===== src/rtl/gf180mcu_fd_sc_mcu7t5v0__and2_arb.sv =====
// Round-robin arbiter sharing one AND2 gating path among N requester lanes.
// Registered one-hot grant with a bounded hold; Z gates only the granted lane's operands.
module gf180mcu_fd_sc_mcu7t5v0__and2_arb #(
  parameter int N        = 4,
  parameter int HOLD_MAX = 8
) (
`ifdef USE_POWER_PINS
  inout  wire                  VDD,
  inout  wire                  VSS,
`endif
  input  logic                 CLK,
  input  logic                 RST,
  input  logic [N-1:0]         REQ,
  input  logic [N-1:0]         A1,
  input  logic [N-1:0]         A2,
  output logic [N-1:0]         GNT,
  output logic [$clog2(N)-1:0] SEL,
  output logic                 BUSY,
  output logic                 Z
);

  localparam int SW = $clog2(N);
  localparam int CW = (HOLD_MAX > 0) ? $clog2(HOLD_MAX + 1) : 1;
  localparam logic [CW-1:0] C_MAX = CW'(HOLD_MAX);
  localparam logic [CW-1:0] C_ONE = (HOLD_MAX > 0) ? CW'(1) : '0;

  typedef enum logic {S_IDLE, S_OWN} state_t;

  state_t        r_state, w_state_nx;
  logic [N-1:0]  r_gnt, w_gnt_nx;
  logic [SW-1:0] r_sel, w_sel_nx;
  logic [SW-1:0] r_ptr, w_ptr_nx;
  logic [CW-1:0] r_cnt, w_cnt_nx;
  logic [N-1:0]  w_others;
  logic          w_owner_req;
  logic          w_found;
  logic [SW-1:0] w_win;
  logic          w_grant_new;

  // First requesting lane at or after ptr, wrapping mod N; MSB flags a hit.
  function automatic logic [SW:0] f_search(input logic [N-1:0] mask, input logic [SW-1:0] ptr);
    logic          found;
    logic [SW-1:0] win;
    logic [SW-1:0] idx;
    int            j;
    found = 1'b0;
    win   = '0;
    for (int k = 0; k < N; k++) begin
      j = int'(ptr) + k;
      if (j >= N) j = j - N;
      idx = SW'(j);
      if (!found && mask[idx]) begin
        found = 1'b1;
        win   = idx;
      end
    end
    return {found, win};
  endfunction

  function automatic logic [SW-1:0] f_inc_mod(input logic [SW-1:0] v);
    return (int'(v) == N - 1) ? '0 : v + SW'(1);
  endfunction

  function automatic logic [N-1:0] f_onehot(input logic [SW-1:0] s);
    logic [N-1:0] oh;
    oh    = '0;
    oh[s] = 1'b1;
    return oh;
  endfunction

  assign w_others    = REQ & ~r_gnt;
  assign w_owner_req = |(REQ & r_gnt);
  assign {w_found, w_win} = f_search(w_others, r_ptr);

  always_comb begin
    w_state_nx  = r_state;
    w_gnt_nx    = r_gnt;
    w_sel_nx    = r_sel;
    w_ptr_nx    = r_ptr;
    w_cnt_nx    = r_cnt;
    w_grant_new = 1'b0;
    case (r_state)
      S_IDLE: begin
        if (w_found) w_grant_new = 1'b1;
      end
      S_OWN: begin
        if (!w_owner_req) begin
          if (w_found) begin
            w_grant_new = 1'b1;
          end else begin
            w_state_nx = S_IDLE;
            w_gnt_nx   = '0;
            w_sel_nx   = '0;
            w_cnt_nx   = '0;
          end
        end else if ((HOLD_MAX != 0) && (r_cnt == C_MAX) && w_found) begin
          w_grant_new = 1'b1;
        end else if (r_cnt < C_MAX) begin
          // Counter saturates so a lone owner never wraps back into a short hold.
          w_cnt_nx = r_cnt + CW'(1);
        end
      end
      default: w_state_nx = S_IDLE;
    endcase
    if (w_grant_new) begin
      w_state_nx = S_OWN;
      w_gnt_nx   = f_onehot(w_win);
      w_sel_nx   = w_win;
      w_ptr_nx   = f_inc_mod(w_win);
      w_cnt_nx   = C_ONE;
    end
  end

  always_ff @(posedge CLK) begin
    if (RST) begin
      r_state <= S_IDLE;
      r_gnt   <= '0;
      r_sel   <= '0;
      r_ptr   <= '0;
      r_cnt   <= '0;
    end else begin
      r_state <= w_state_nx;
      r_gnt   <= w_gnt_nx;
      r_sel   <= w_sel_nx;
      r_ptr   <= w_ptr_nx;
      r_cnt   <= w_cnt_nx;
    end
  end

  assign GNT  = r_gnt;
  assign SEL  = r_sel;
  assign BUSY = (r_state == S_OWN);
  assign Z    = BUSY & A1[r_sel] & A2[r_sel];

endmodule


===== config.mk =====
export PLATFORM = sky130hd
export DESIGN_NAME = gf180mcu_fd_sc_mcu7t5v0__and2_arb
export DESIGN_NICKNAME = d
export VERILOG_FILES = /design/src/rtl/gf180mcu_fd_sc_mcu7t5v0__and2_arb.sv
export SDC_FILE = /design/constraint.sdc
export NUM_CORES = 1
export LEC_CHECK = 0
export ABC_AREA = 1
export BUFFER_PORTS_ARGS = -buffer_cell sky130_fd_sc_hd__buf_2
export CORE_MARGIN = 2
export CORE_UTILIZATION = 45
export DETAILED_ROUTE_END_ITERATION = 6
export PLACE_DENSITY_LB_ADDON = 0.2
export SLEW_MARGIN = 40
export SYNTH_ARGS = -nofsm -noshare
export SYNTH_HDL_FRONTEND = slang
export SYNTH_SLANG_ARGS = --single-unit

===== constraint.sdc =====
create_clock -name CLK -period 4 [get_ports CLK]
set_input_delay 0.2 -clock CLK [delete_from_list [all_inputs] [get_ports CLK]]
set_output_delay 0.2 -clock CLK [all_outputs]
set_load 0.005 [all_outputs]

==> flow_summary.yaml <==
floorplanning:
  io_pins: 22
  initial_core_util_pct: 46.9
  core_um2: 2450
  die_y_um: 54.6
  rows: 18
  die_area_um2: 2980
  die_x_um: 54.6
pwr:
  leakage_uw: 0.000644
  peakVddDrop_mv: 0.486
  p_int_uw: 456
  seqPwrFrac_pct: 22.3
  combPwrFrac_pct: 69.7
  p_sw_uw: 569
  p_clk_share_pct: 7.9
  p_sw_share_pct: 55.5
  power.density_nw_per_um2: 796
sta:
  fmax_mhz: 485
  setup_viol: 0
  post-route-period-util_pct: 51.5
  min_period_ns: 2.06
  slew_viol_final: 0
  setup_tns_ns: 0
  worst_slew_pin_slew_ns: 0.504
  timing.hold.ws_ns: 0.169
  worst_slack_ns: 1.94
  rsz0062_at_grt: "false"
  hold_viol: 0
  fin_skew_ns: 0.00114
  relSlewSlack_pct: 66.4
run_status:
  status: "completed"
placed_design:
  io_buffers: 21
  gp_congestion: 0.823
  placed_cell_area_um2: 1260
  place_ws_ns: 1.94
  hpwl_um: 2010
synthesis:
  yosysTopAreaCell: "dfxtp_1"
  yosysWarnings: 0
  synth.ff_latch_count: 13
  synthesis.area_um2: 1150
  avgSynthCellArea_um2: 7.06
  syn-num-nets: 183
  synthFlopType: "dfxtp_1"
  synthMuxAreaShare_pct: 0
  synth_compound_area_share_pct: 9.24
  ys_seq_area_share_pct: 22.6
  synthXorXnorAreaFrac_pct: 0.761
  synth_cells: 163
  synth.distinct_cells: 28
  synthTopCellsByArea: "dfxtp_1, nand2_1, nand3_1"
  synthSimpleGateAreaFrac_pct: 49.1
  synth_top_family_by_area: "simple AND/OR/NAND/NOR gates"
  synthAdderAreaFrac_pct: 6.52
  async_flop_share_pct: 0
  synthTopCellsByCount: "nand2_1, nand3_1, inv_1, dfxtp_1, nand3_2"
  synth_top_area_share_pct: 22.6
  synth-edff-count: 0
  synth.most_common_cell: "nand2_1"
critical_path:
  crit_slowest_cell: "dfxtp_1"
  required_ns: 4.15
  r2r-start: "r_ptr[1]"
  r2r-end: "r_ptr[1]"
  start_kind: "register"
  r2r_cells: 11
  crit_buf_inv: 0
  path_class: "reg2reg"
  r2r_setup_slack_ns: 1.94
  cp_max_fo: 8
  path_delay_family: "simple AND/OR/NAND/NOR gates"
  cp_slowest_stage_delay_ns: 0.57
  critPathCaptureType: "register"
  worstPathArrival_ns: 2.21
  path_cells: "nand2_1 > nand2_4 > nand3_2 > nand2_4 > nand2_2 > nor2_4 > nand3_1 > nand2_1 > ha_1 > o21ai_1 > a21oi_1"
final_layout:
  n_antenna_cell: 0
  drive_above_1_share_pct: 28.6
  area_delta_synth_final_pct: 11.8
  final_cell_area_um2: 1290
  final_nets: 206
detailed_routing:
  vias: 1124
  routed-wl-met2_um: 1160
  dr.max_layer_used: "met4"
  met1Wirelength_um: 1110
  drtPass1Iterations: 4
  routedWlPerCell_um: 11.3
  drc: 0
  drt_iter0_drc: 29
  vias_per_cell: 5.23
  wl_met3_um: 155
  postRouteAntennaNets: 0
  drt-total-wl_um: 2440
cts:
  cts_tree: "done"
  clk_latency_ns: 0.27
  htree_levels: 1
  numCtsBuffers: 3
  cts_root_buffer: "clkbuf_4"
  cts.hold.buffers_added: 0
  cts_setup_buffers: 0
  post_cts_resized: 0
  clock_sinks: 13
  path_clk_slew_ns: 0.08
  clk_path_buf_depth: 2
global_routing:
  grt_pass1_vias: 1004
  antenna_found_initial: 0
  gr-total-overflow: 0
  grtUsageTotal_pct: 19.3
  grt_pass1_wl_um: 4330
  grt_max_degree: 13
hold_path:
  min_from: "RST"
  min_path_cells: 2
  hp-class: "in2reg"
  hold_end: "SEL[1]"
flow_run:
  drv_cap: 0
-- final cells by class --
cell class	instances	area (µm²)
Clock buffer	3	22.5
Clock inverter	1	5.00
Inverter	25	101
Multi-Input combinational cell	122	756
Timing Repair Buffer	21	105
Fill cell	237	1170
Sequential cell	13	260
Tap cell	30	37.5
-- flip-flops by register name, indices dropped and copies added, names as in the netlist --
name and cells:
r_ptr 2, GNT 4, r_cnt 4, SEL 2, BUSY 1
-- power groups by stage --
stage / Sequential, µW / Clock [µW] / Combinational (µW)
floorplan: 207 / 0 / 620
global placement: 230 / 0 / 701
detailed placement: 232 / 0 / 712
CTS: 229 / 84.2 / 717
global route: 237 / 90.5 / 824
finish: 229 / 81.4 / 715
-- cells by family (layout without fill, tap and decap cells) --
kind of cell,after synthesis,count (layout)
fa+ha+maj,6,6
simple gates,98,98
xor+xnor,1,1
flops,13,13
buf+inv,28,50
compound gates,17,17
-- worst max path at each step --
stage	start	to	slack (ns)	cells after the start
6_report	r_ptr[1]	r_ptr[1]	1.94	11
5_1_grt	r_ptr[1]	r_ptr[1]	1.77	11
2_1_floorplan	r_ptr[0]	r_ptr[1]	2.33	13
3_3_place_gp	r_ptr[1]	r_ptr[1]	2.00	11
4_1_cts	r_ptr[1]	r_ptr[1]	1.94	11
3_5_place_dp	r_ptr[0]	r_ptr[1]	1.94	11
-- metal layers --
| metal | vias up | GRT usage [%] |
|---|---|---|
| met5 | - | 0 |
| met4 | 0 | 1.25 |
| met3 | 2 | 2.46 |
| met2 | 49 | 31.3 |
| met1 | 490 | 28.5 |
| li1 | 583 | - |
-- placed cells by master (no fill, tap or decap), types with 3 or more instances in the layout --
master and count:
nand3_2 9, nand4_1 3, clkbuf_4 3, nand2_4 6, ha_1 6, dfxtp_1 13
nor2_1 5, inv_1 23, nand2_1 41, nand2_2 4, buf_2 21, nand3_1 25
a21oi_1 7
-- per-stage QoR --
step	utilization, %	std cells	total power [µW]
floorplan	-	163	827
global placement	51.3	211	931
detailed placement	51.3	211	944
CTS	52.4	215	1030
global route	52.4	215	1150
finish	52.4	215	1020
No activity file was read; power rests on OpenSTA's default activity.
